$ cat src/rtl/mesi_snoop_bus_arbiter.sv
// Round-robin snooping-bus arbiter for MESI caches: grant, broadcast, collect C/flush, memory fallback.
// Optional memory-ack watchdog enabled by defining MESI_ARB_MEM_TIMEOUT_EN.
module mesi_snoop_bus_arbiter #(
  parameter int N_CACHES       = 4,
  parameter int TIMEOUT_CYCLES = 64
) (
  input  logic                  clk,
  input  logic                  rstb,
  input  logic [N_CACHES-1:0]   req,
  input  logic [2*N_CACHES-1:0] req_cmd,
  output logic [N_CACHES-1:0]   gnt,
  output logic [N_CACHES-1:0]   done,
  output logic                  c_out,
  output logic                  snoop_valid,
  output logic [1:0]            snoop_cmd,
  output logic [N_CACHES-1:0]   snoop_src,
  input  logic [N_CACHES-1:0]   snoop_shared_in,
  input  logic [N_CACHES-1:0]   snoop_flush_in,
  output logic                  mem_req,
  input  logic                  mem_ack,
  output logic                  err
);

  typedef enum logic [2:0] {
    S_IDLE,
    S_GRANT,
    S_RESP,
    S_MEM,
    S_DONE
  } state_t;

  localparam logic [1:0] CMD_RD   = 2'b01;
  localparam logic [1:0] CMD_UPGR = 2'b11;
  localparam int         PTR_W    = (N_CACHES > 1) ? $clog2(N_CACHES) : 1;

  state_t                state_q, state_d;
  logic [PTR_W-1:0]      rr_ptr_q, rr_ptr_d;
  logic [PTR_W-1:0]      win_q, win_d;
  logic [N_CACHES-1:0]   owner_q, owner_d;
  logic [1:0]            cmd_q, cmd_d;
  logic                  c_q, c_d;
  logic [N_CACHES-1:0]   done_q, done_d;
  logic                  c_out_q, c_out_d;
  logic                  valid_q, valid_d;
  logic                  mem_req_q, mem_req_d;

`ifdef MESI_ARB_MEM_TIMEOUT_EN
  localparam int TMO_W = $clog2(TIMEOUT_CYCLES + 1);
  logic [TMO_W-1:0]      tmo_q, tmo_d;
  logic                  err_q, err_d;
`endif

  logic [N_CACHES-1:0]   elig;
  logic [1:0]            cmd_arr [N_CACHES];
  logic [PTR_W:0]        sum;
  logic [PTR_W-1:0]      pick;
  logic                  found;
  logic                  shared_any;
  logic                  flush_any;

  always_comb begin
    state_d   = state_q;
    rr_ptr_d  = rr_ptr_q;
    win_d     = win_q;
    owner_d   = owner_q;
    cmd_d     = cmd_q;
    c_d       = c_q;
    done_d    = '0;
    c_out_d   = 1'b0;
    valid_d   = 1'b0;
    mem_req_d = 1'b0;
`ifdef MESI_ARB_MEM_TIMEOUT_EN
    tmo_d     = tmo_q;
    err_d     = 1'b0;
`endif

    for (int i = 0; i < N_CACHES; i++) begin
      cmd_arr[i] = req_cmd[2*i +: 2];
      elig[i]    = req[i] & (req_cmd[2*i +: 2] != 2'b00);
    end

    // First eligible index at or after rr_ptr, wrapping past the top.
    found = 1'b0;
    pick  = '0;
    sum   = '0;
    for (int i = 0; i < N_CACHES; i++) begin
      sum = {1'b0, rr_ptr_q} + (PTR_W+1)'(i);
      if (sum >= (PTR_W+1)'(N_CACHES)) sum = sum - (PTR_W+1)'(N_CACHES);
      if (!found && elig[sum[PTR_W-1:0]]) begin
        found = 1'b1;
        pick  = sum[PTR_W-1:0];
      end
    end

    // The winner never snoops its own request.
    shared_any = |(snoop_shared_in & ~owner_q);
    flush_any  = |(snoop_flush_in & ~owner_q);

    case (state_q)
      S_IDLE: begin
        if (found) begin
          state_d       = S_GRANT;
          win_d         = pick;
          owner_d       = '0;
          owner_d[pick] = 1'b1;
          cmd_d         = cmd_arr[pick];
          valid_d       = 1'b1;
        end
      end
      S_GRANT: state_d = S_RESP;
      S_RESP: begin
        c_d = shared_any;
        if (cmd_q == CMD_UPGR || flush_any) begin
          state_d = S_DONE;
          done_d  = owner_q;
          c_out_d = shared_any & (cmd_q == CMD_RD);
        end else begin
          state_d   = S_MEM;
          mem_req_d = 1'b1;
`ifdef MESI_ARB_MEM_TIMEOUT_EN
          tmo_d     = '0;
`endif
        end
      end
      S_MEM: begin
        if (mem_ack) begin
          state_d = S_DONE;
          done_d  = owner_q;
          c_out_d = c_q & (cmd_q == CMD_RD);
`ifdef MESI_ARB_MEM_TIMEOUT_EN
        end else if (tmo_q == TMO_W'(TIMEOUT_CYCLES - 1)) begin
          state_d = S_DONE;
          done_d  = owner_q;
          err_d   = 1'b1;
        end else begin
          tmo_d     = tmo_q + TMO_W'(1);
          mem_req_d = 1'b1;
`else
        end else begin
          mem_req_d = 1'b1;
`endif
        end
      end
      S_DONE: begin
        state_d  = S_IDLE;
        rr_ptr_d = (win_q == PTR_W'(N_CACHES - 1)) ? '0 : win_q + PTR_W'(1);
        owner_d  = '0;
        cmd_d    = 2'b00;
        c_d      = 1'b0;
      end
      default: state_d = S_IDLE;
    endcase
  end

  always_ff @(posedge clk or negedge rstb) begin
    if (!rstb) begin
      state_q   <= S_IDLE;
      rr_ptr_q  <= '0;
      win_q     <= '0;
      owner_q   <= '0;
      cmd_q     <= 2'b00;
      c_q       <= 1'b0;
      done_q    <= '0;
      c_out_q   <= 1'b0;
      valid_q   <= 1'b0;
      mem_req_q <= 1'b0;
`ifdef MESI_ARB_MEM_TIMEOUT_EN
      tmo_q     <= '0;
      err_q     <= 1'b0;
`endif
    end else begin
      state_q   <= state_d;
      rr_ptr_q  <= rr_ptr_d;
      win_q     <= win_d;
      owner_q   <= owner_d;
      cmd_q     <= cmd_d;
      c_q       <= c_d;
      done_q    <= done_d;
      c_out_q   <= c_out_d;
      valid_q   <= valid_d;
      mem_req_q <= mem_req_d;
`ifdef MESI_ARB_MEM_TIMEOUT_EN
      tmo_q     <= tmo_d;
      err_q     <= err_d;
`endif
    end
  end

  assign gnt         = owner_q;
  assign snoop_src   = owner_q;
  assign snoop_cmd   = cmd_q;
  assign snoop_valid = valid_q;
  assign done        = done_q;
  assign c_out       = c_out_q;
  assign mem_req     = mem_req_q;
`ifdef MESI_ARB_MEM_TIMEOUT_EN
  assign err         = err_q;
`else
  assign err         = 1'b0 & (TIMEOUT_CYCLES > 0);
`endif

endmodule

$ cat config.mk
export PLATFORM = sky130hd
export DESIGN_NAME = mesi_snoop_bus_arbiter
export DESIGN_NICKNAME = d
export VERILOG_FILES = /design/src/rtl/mesi_snoop_bus_arbiter.sv
export SDC_FILE = /design/constraint.sdc
export NUM_CORES = 1
export LEC_CHECK = 0
export BUFFER_PORTS_ARGS = -buffer_cell sky130_fd_sc_hd__buf_2
export CELL_PAD_IN_SITES_DETAIL_PLACEMENT = 1
export CELL_PAD_IN_SITES_GLOBAL_PLACEMENT = 1
export CORE_MARGIN = 2
export CORE_UTILIZATION = 38
export DETAILED_ROUTE_END_ITERATION = 16
export GPL_ROUTABILITY_DRIVEN = 0
export GPL_TIMING_DRIVEN = 0
export MAX_ROUTING_LAYER = met4
export PLACE_DENSITY = 0.82
export SETUP_SLACK_MARGIN = 0.4
export SLEW_MARGIN = 20
export SYNTH_ARGS = -nofsm -noshare
export SYNTH_HDL_FRONTEND = slang
export SYNTH_SLANG_ARGS = --single-unit
export TNS_END_PERCENT = 50
$ cat constraint.sdc
create_clock -name clk -period 2.5 [get_ports clk]
set_input_delay 0.5 -clock clk [delete_from_list [all_inputs] [get_ports clk]]
set_output_delay 0.5 -clock clk [all_outputs]
set_load 0.1 [all_outputs]
# == Word level (Yosys, flattened, before mapping) ==
# Index checks and enable logic that the tools add are counted.
# word_totals
ram_bits,0
mem_count,0
romBits,0
inputBits,23
out_inout_bits,18
ff_bits,21
latch_bits,0
word_cells,114
# op_classes
muxes,46
reduce_logical,20
n_div,0
n_addsub,8
order_cmp,11
n_eq_ne,9
n_bitwise,10
n_shift,0
n_mul,0
# op_table
cell,count
2-to-1 mux 2 bit,12
one-hot mux 4 bit (2 select lines),2
"less-than comparator 2 x 3 -> 1 bit, second input constant",5
2-to-1 mux 1 bit,15
">= comparator 3 bit, second input constant",4
2-to-1 mux 4 bit,3
one-hot mux 3 bit (4 select lines),1
nonzero test 2 bit,6
2-to-1 mux 3 bit,3
bitwise AND 4 bit,2
binary-select mux 1 bit (select 2 bit),4
OR reduction 4 bit,2
"subtractor 2 x 1 -> 2 bit, second input constant",4
"adder 2 x 2 -> 3 bit, second input constant",2
bitwise AND 1 bit,6
"equality test 3 x 2 -> 1 bit, second input constant",2
one-hot mux 1 bit (2 select lines),3
AND reduction 2 bit,3
binary-select mux 2 bit (select 2 bit),1
"equality test 2 bit, second input constant",2
logical AND 1 bit,4
"inequality test 2 bit, second input constant",2
NOT 4 bit,1
one-hot mux 2 bit (2 select lines),1
other kinds (12),14

# == Logic depth before layout (Yosys ltp) ==
# Gate-level depths: netlist (run 1).
# logic_depth
ltp_word,20
depth_mapped,6

# == Worst setup path before layout (run 1) ==
# Ideal clock, no wire load.
# synth_path
path_type,reg-to-reg
start,register owner_q[2] (netlist: gnt[2])
end,register done_q[1] (netlist: done[1])
stages_incl_launch_ff,6
path_slack_ns,0.341
setup_time_ns,0.123
required_ns,2.377
arrival_time_ns,2.036
synth_period_minus_slack_ns,2.159
n_path_buf,0
path_cell_list,dfrtp_1 -> inv_1 -> a22o_1 -> o41a_1 -> nor2b_1 -> and2_1
# synth_via
elab_chain_cells,6
# synth_rtl
item,line_no,source
"start, declared",39,"logic [N_CACHES-1:0] owner_q, owner_d;"
"start signal, assigned",175,owner_q <= owner_d;
NOT 4 bit,97,flush_any = |(snoop_flush_in & ~owner_q);
bitwise AND 4 bit,97,
OR reduction 4 bit,97,
logical OR 1 bit,113,if (cmd_q == CMD_UPGR || flush_any) begin
2-to-1 mux 4 bit,113,
one-hot mux 4 bit (2 select lines),99,case (state_q)
named net done_d[1],42,"logic [N_CACHES-1:0] done_q, done_d;"
"end signal, assigned",178,done_q <= done_d;
"end, declared",42,
# The timed path passes the listed nets, and every way through them passes these cells.
# A chain may end at the register's enable or synchronous reset.

# == Worst setup path in the final report (run 1) ==
# layout_path
start,input port req_cmd[4]
end,register cmd_q[1] (netlist: snoop_cmd[1])
# layout_via
elab_chain_cells,20
elab_cells_between_ends,32
# layout_rtl
item,line_no,source
"start, declared",10,"input logic [2*N_CACHES-1:0] req_cmd,"
nonzero test 2 bit (*),79,elig[i] = req[i] & (req_cmd[2*i +: 2] != 2'b00);
bitwise AND 1 bit (*),79,
binary-select mux 1 bit (select 2 bit),89,if (!found && elig[sum[PTR_W-1:0]]) begin
2-to-1 mux 1 bit (not written as such),89,
2-to-1 mux 1 bit,89,
logical NOT 1 bit,89,
logical AND 1 bit,89,
2-to-1 mux 1 bit,89,
[... 3 more ...],-,
logical NOT 1 bit,89,
logical AND 1 bit,89,
2-to-1 mux 2 bit,89,
NOT 2 -> 3 bit (not written as such),106,cmd_d = cmd_arr[pick];
binary-select mux 2 bit (select 2 bit),106,
2-to-1 mux 2 bit (not written as such) (2 in a row),106,
2-to-1 mux 2 bit,101,if (found) begin
one-hot mux 2 bit (2 select lines),99,
"end signal, assigned",176,cmd_q <= cmd_d;
"end, declared",40,"logic [1:0] cmd_q, cmd_d;"
# Mark *: on every way between the ends. The rest lies on a longest branch, timed or not. The select of a mux whose other input is x is not followed.

==> results.ini, run 1 <==
[place]
postPlaceCellArea_um2=1340
dpl_worst_slack_ns=0.237
port_buffers=39
dp_hpwl_mm=2.20
dp.cells=175

[grt]
met3_usage_grt_pct=3.57
gr-total-overflow=0
global_route.usage.met1_pct=23.2
grt_pass1_wl_mm=4.88
antenna_found_initial=0
grt_start_max_net_pins=22
busiest_layer=met2
global_route_usage_over_all_layers_pct=19.6
global_route.usage.met2_pct=33.3
first_global_vias=1045

[detailed_routing]
ant_nets=0
via_density_per_instance=5.42
wl_per_cell_um=15.4
first_pass_iters=4
vias=971
totalWireLength_mm=2.76
remaining_drc_errors=0
initialDrtViolationCount=27

[timing]
achievable-frequency_mhz=514
hold_violations=0
report.final.slew_viol_count=0
finalSetupViolations=0
finalCritPeriodShare_pct=77.8
rsz0062_at_grt=no
timing.final.ws_setup_ns=0.555
finalHoldWorstSlack_ns=0.141
post-route-min-period_ns=1.94
timing.clock.skew_ns=0.00751
setup_tns_ns=0

[worst_setup_path]
worst_path_max_delay_cell=mux4_2
r2r.worst_path.cells=5
crit_path_start_kind=input pin
worst-endpoint-required_ns=2.70
worstSetupPathType=in2reg
worstReg2RegEnd=snoop_cmd[1]$_DFFE_PN0P_
worst-r2r-setup-slack_ns=0.70
cp_num_buf_inv=1
worstReg2RegStart=rr_ptr_q[0]$_DFFE_PN0P_
cp_top_family=compound AO/OA/AOI/OAI gates
timing.critical_path.arrival_ns=2.14
timing.critical_path.cells=buf_2, o21ai_1, o221ai_2, a21oi_4, mux4_2, a22o_1
crit_path_max_incr_delay_ns=0.53
worst-path-max-fanout=5
crit_path_end_kind=flop

[floorplan]
floorplan.die_area_um2=3350
io-pin-count=41
core_region_area_um2=2760
rows=19
fp.dieW_um=57.9
die-height_um=57.9
start_util_pct=40.0

[logic_synthesis]
synth_top_area_cell=dfrtp_1
synth.yosys.seq_area_share_pct=47.7
synthMostInstantiatedCell=dfrtp_1
synth.top_cell.area_share_pct=47.7
synth_area_leaders=dfrtp_1 (48%), mux4_2 (4.1%), nand2_1 (4.1%)
synth_ff_type=dfrtp_1
netlist_area_um2=1100
synth.yosys.warnings=0
netlist_instances=105
synthArstFlopShare_pct=100
ys_ff_latch=21
synth_commonest_cells=dfrtp_1 (21), nand2_1 (12), o21ai_0 (8)
synth.lib_cells_used.distinct=36
syn_area_per_cell_um2=10.5
number_of_flops_mapped_to_enable_cells_by_yosys=0
postSynthNetCount=129

[finish]
post_layout_nonfiller_instances=179
number_of_nets_at_the_end_of_the_flow=173
final_area_um2=1370
antenna_cells_inserted=0
layout.core_utilization_pct=49.5
area.growth.synth_to_final_pct=23.8
post_route_cells_drive_above_1_share_pct=37.8

[power_and_ir_drop]
powerDensity_nw_per_um2=1490
irDropWorstVdd_v=0.000906
power.leakage_nw=0.686
p_total_mw=2.03

[clock_network]
cts_post_setup_buffers_inserted=0
cts_hold_buf=0
ctsLongestPathBuffers=2
quantity_of_gates_resized_following_cts=0
root_buffer=clkbuf_4
htree_num_levels=1
cts.clk_slew.worst_paths_ns=0.11
cts_tree=yes
cts_made_buffers=3
count_of_clock_tree_sinks=21
clk-insertion-delay-late_ns=0.30

[job]
maxCapViolCount=0

[min_path]
holdCritPathClass=in2async

[status]
outcome=finished, final reports clean

==> cells by family after synthesis <==
family	after synthesis	synth area share, %
buf+inv	11	5.45
simple gates	35	16.5
other cells	1	0.340
mux	4	6.02
fa+ha+maj	1	1.13
flops	21	47.7
compound gates	32	22.9
==> layer usage <==
layer  vias up  routed length (um)
li1        465                   -
met1       465                1170
met2        37                1410
met3         4                 158
met4         0                  23
met5         -                   0
==> state kept, by name (all words and copies together) (netlist names) <==
signal and flops:
snoop_cmd 2, win_q 2, rr_ptr_q 2, c_q 1, snoop_valid 1, c_out 1, done 4, gnt 4
mem_req 1, state_q 3
==> worst register-to-register path, delay by kind of cell, from the launching register on <==
family | cells | cell delay [ns]
AO/OA/AOI/OAI | 3 | 0.72
multiplexers | 1 | 0.37
flip-flops | 1 | 0.49
AND/OR/NAND/NOR | 1 | 0.12
==> how the worst max path moves through the flow <==
stage                     slack (ns)  depth (start not counted)       start                       end
final                           0.56                          6  req_cmd[4]  snoop_cmd[1]$_DFFE_PN0P_
after global placement          0.28                          6  req_cmd[4]  snoop_cmd[1]$_DFFE_PN0P_
after global routing            0.49                          6  req_cmd[0]  snoop_cmd[0]$_DFFE_PN0P_
after floorplan                 0.53                          5  req_cmd[4]  snoop_cmd[1]$_DFFE_PN0P_
after CTS                       0.56                          6  req_cmd[4]  snoop_cmd[1]$_DFFE_PN0P_
after detailed placement        0.24                          6  req_cmd[4]  snoop_cmd[1]$_DFFE_PN0P_
==> cell type report <==
class / count / area, um^2
clock buffer: 4 / 26.3
sequential: 21 / 528
fill: 339 / 1390
tap: 31 / 38.8
multi-input combinational: 73 / 517
inverter: 6 / 22.5
buffer: 5 / 37.5
timing repair buffer: 39 / 195
==> placed cells by master, fill, tap and decap left out, types with 2 or more instances in the layout <==
cell / count
o21a_1: 2
dfrtp_2: 2
nand3b_1: 3
and2_1: 4
dfrtp_1: 19
a22oi_1: 2
inv_1: 6
a21boi_0: 2
nand2b_1: 4
o31ai_1: 2
buf_2: 39
nor2_1: 5
a22o_1: 3
nor2b_1: 2
nand2_1: 12
o21ai_0: 8
clkbuf_4: 3
o221ai_2: 2
mux4_2: 2
o21ai_1: 2
buf_4: 5
==> report_power, final <==
part	switching [mW]	total, mW	internal [mW]
sequential	0.139	0.607	0.469
clock	0.0975	0.160	0.0622
combinational	0.959	1.26	0.301
total	1.20	2.03	0.832
Power figures use the tool's default switching activity.
==> run 2, diff against run 1 <==
CORE_UTILIZATION = 32   (was 38)
PLACE_DENSITY = 0.73   (was 0.82)
clock period = 1.67 ns   (was 2.5 ns; I/O delays follow)
==> run 2 against run 1 <==
  * The run now ends with negative setup slack left
  * Sequential power rose by 66%
  * Combinational power rose by 120%
  * Register-to-register slack got worse by 0.72 ns
  * Via count rose by 12%
  * Design area increased by 40%
  * Clock power grew 52%
  * Worst setup slack got worse by 0.58 ns
  * Global-route usage shrank 0.52 points
  * Sequential share of layout area shrank 10 points
  * Wire length is 38% higher
  * Critical path depth is 1 lower
  * Clock-buffer cell count is the same
==> results.ini, run 2 (synthesis results as in run 1) <==
[worst_setup_path]
worst_path_max_delay_cell=mux4_2  ; unchanged
worst-endpoint-required_ns=1.87  ; was 2.70 ns
crit_path_max_incr_delay_ns=0.53  ; about the same
cp_num_buf_inv=1  ; unchanged
timing.critical_path.cells=inv_2, o221ai_2, a21oi_4, mux4_2, a22o_1  ; was buf_2, o21ai_1, o221ai_2, a21oi_4, mux4_2, a22o_1
crit_path_start_kind=flop  ; was input pin
timing.critical_path.arrival_ns=1.89  ; was 2.14 ns
worst-path-max-fanout=4  ; was 5
cp_top_family=multiplexers  ; was compound AO/OA/AOI/OAI gates
worstSetupPathType=reg2reg  ; was in2reg
crit_path_end_kind=flop  ; unchanged

[finish]
final_area_um2=1910  ; was 1370 um^2
post_route_cells_drive_above_1_share_pct=60.8  ; was 37.8%
area.growth.synth_to_final_pct=73.6  ; was 23.8%
number_of_nets_at_the_end_of_the_flow=191  ; was 173
layout_common_cells=buf_2 (22), buf_6 (15), dfrtp_1 (13)  ; was buf_2 (39), dfrtp_1 (19), nand2_1 (12)
layout_commonest_cell=buf_2  ; unchanged
antenna_cells_inserted=0  ; unchanged

[detailed_routing]
initialDrtViolationCount=38  ; was 27
wl_per_cell_um=18.0  ; was 15.4 um
remaining_drc_errors=0  ; unchanged
totalWireLength_mm=3.81  ; was 2.76 mm
ant_nets=0  ; unchanged
via_density_per_instance=5.12  ; was 5.42
vias=1086  ; was 971
first_pass_iters=4  ; unchanged

[job]
maxCapViolCount=0  ; unchanged

[place]
postPlaceCellArea_um2=1400  ; was 1340 um^2
port_buffers=39  ; unchanged
dp_hpwl_mm=2.39  ; was 2.20 mm

[power_and_ir_drop]
p_sw_share_pct=51.6  ; was 59.0%
power.share.sequential_pct=24.9  ; was 30.0%
powerDensity_nw_per_um2=2130  ; was 1490 nW/um^2
internal_power_consumption_mw=1.97  ; was 832 uW
p_total_mw=4.07  ; was 2.03 mW
power.leakage_nw=0.852  ; was 0.686 nW
irDropWorstVdd_v=0.000720  ; was 0.000906 V
pwr-share-comb_pct=69.2  ; was 62.2%
clock_power_share_pct=6.0  ; was 7.9%
p_sw_mw=2.10  ; was 1.20 mW

[status]
violations=negative setup slack
outcome=finished with violations  ; was finished, final reports clean

[floorplan]
floorplan.die_area_um2=3930  ; was 3350 um^2
fp.dieW_um=62.7  ; was 57.9 um
core_region_area_um2=3310  ; was 2760 um^2
rows=21  ; was 19
io-pin-count=41  ; unchanged
start_util_pct=33.3  ; was 40.0%
die-height_um=62.7  ; was 57.9 um

[clock_network]
root_buffer=clkbuf_4  ; unchanged
count_of_clock_tree_sinks=21  ; unchanged
ctsLongestPathBuffers=2  ; unchanged
htree_num_levels=1  ; unchanged
clk-insertion-delay-late_ns=0.31  ; was 0.30 ns
cts_made_buffers=3  ; unchanged
cts_tree=yes  ; unchanged
cts.clk_slew.worst_paths_ns=0.12  ; was 0.11 ns

[timing]
rsz0062_at_grt=yes  ; was no
timing.final.ws_setup_ns=-0.0224  ; was 0.555 ns
finalCritPeriodShare_pct=101
setup_tns_ns=-0.0292  ; was 0 ns
post-route-min-period_ns=1.69
report.final.slew_viol_count=0  ; unchanged
timing.clock.skew_ns=0.0109  ; was 0.00751 ns
finalSetupViolations=2  ; was 0
achievable-frequency_mhz=591
finalHoldWorstSlack_ns=0.462  ; was 0.141 ns
hold_violations=0  ; unchanged

[min_path]
holdCritPathClass=in2reg  ; was in2async

[grt]
grt_start_max_net_pins=22  ; unchanged
grt_pass1_wl_mm=5.69  ; was 4.88 mm
antenna_found_initial=0  ; unchanged
gr-total-overflow=0  ; unchanged
global_route_usage_over_all_layers_pct=19.1  ; was 19.6%
first_global_vias=1143  ; was 1045

==> run 2: area by class of cell <==
class / instances / area [um^2]
Inverter: 6 / 25.0
Sequential cell: 21 / 546
Buffer: 5 / 52.6
Tap cell: 46 / 57.6
Timing Repair Buffer: 57 / 574
Multi-Input combinational cell: 73 / 632
Clock buffer: 4 / 26.3
Fill cell: 366 / 1400
==> run 2: power by group through the flow <==
stage / Combinational, mW / Clock [mW] / Sequential (mW)
after floorplan: 0.921 / 0 / 1.58
after global placement: 1.90 / 0 / 0.926
after detailed placement: 1.95 / 0 / 0.945
after CTS: 2.59 / 0.256 / 0.992
after global routing: 2.95 / 0.294 / 1.05
final: 2.82 / 0.243 / 1.01
==> run 2: routing by layer <==
metal / track usage (%) / vias to the layer above / routed length (um)
met5: - / - / 0
met4: 5.00 / 0 / 104
met3: 3.24 / 11 / 159
met2: 34.8 / 40 / 2130
met1: 21.5 / 531 / 1420
li1: - / 504 / -
==> run 2: worst paths after layout <==
check / startpoint / endpoint / slack (ns) / cells after the start
max: rr_ptr_q[1]$_DFFE_PN0P_ / snoop_cmd[1]$_DFFE_PN0P_ / -0.02 / 5
min in group asynchronous: rstb / done[2]$_DFF_PN0_ / 0.53 / 2
max in group asynchronous: rstb / gnt[1]$_DFFE_PN0P_ / 0.77 / 2
min: mem_ack / c_out$_DFF_PN0_ / 0.46 / 3
max reg2reg: rr_ptr_q[1]$_DFFE_PN0P_ / snoop_cmd[1]$_DFFE_PN0P_ / -0.02 / 5
min reg2reg: win_q[0]$_DFFE_PN0P_ / rr_ptr_q[0]$_DFFE_PN0P_ / 0.51 / 1
==> run 2: worst reg2reg max path, cell delays in order, from the launching register on <==
cell	delay (ns)
dfrtp_2	0.47
inv_2	0.08
o221ai_2	0.11
a21oi_4	0.21
mux4_2	0.53
a22o_1	0.19
==> run 2: metrics by stage <==
stage / instances / setup slack [ns] / util (%)
after floorplan: 105 / 0.00701 / -
after global placement: 190 / -0.231 / 42.4
after detailed placement: 190 / -0.282 / 42.4
after CTS: 206 / -0.0158 / 53.8
after global routing: 212 / -0.0989 / 57.8
final: 212 / -0.0224 / 57.8
==> run 2: repair_timing <==
action                     in CTS  in global routing
setup endpoints to repair      36                 36
hold buffers                    1                  0
hold endpoints to repair       21                  0
setup buffers                  11                  6
resized for setup              74                 21
cloned                          0                  0
pin swaps                      21                  6
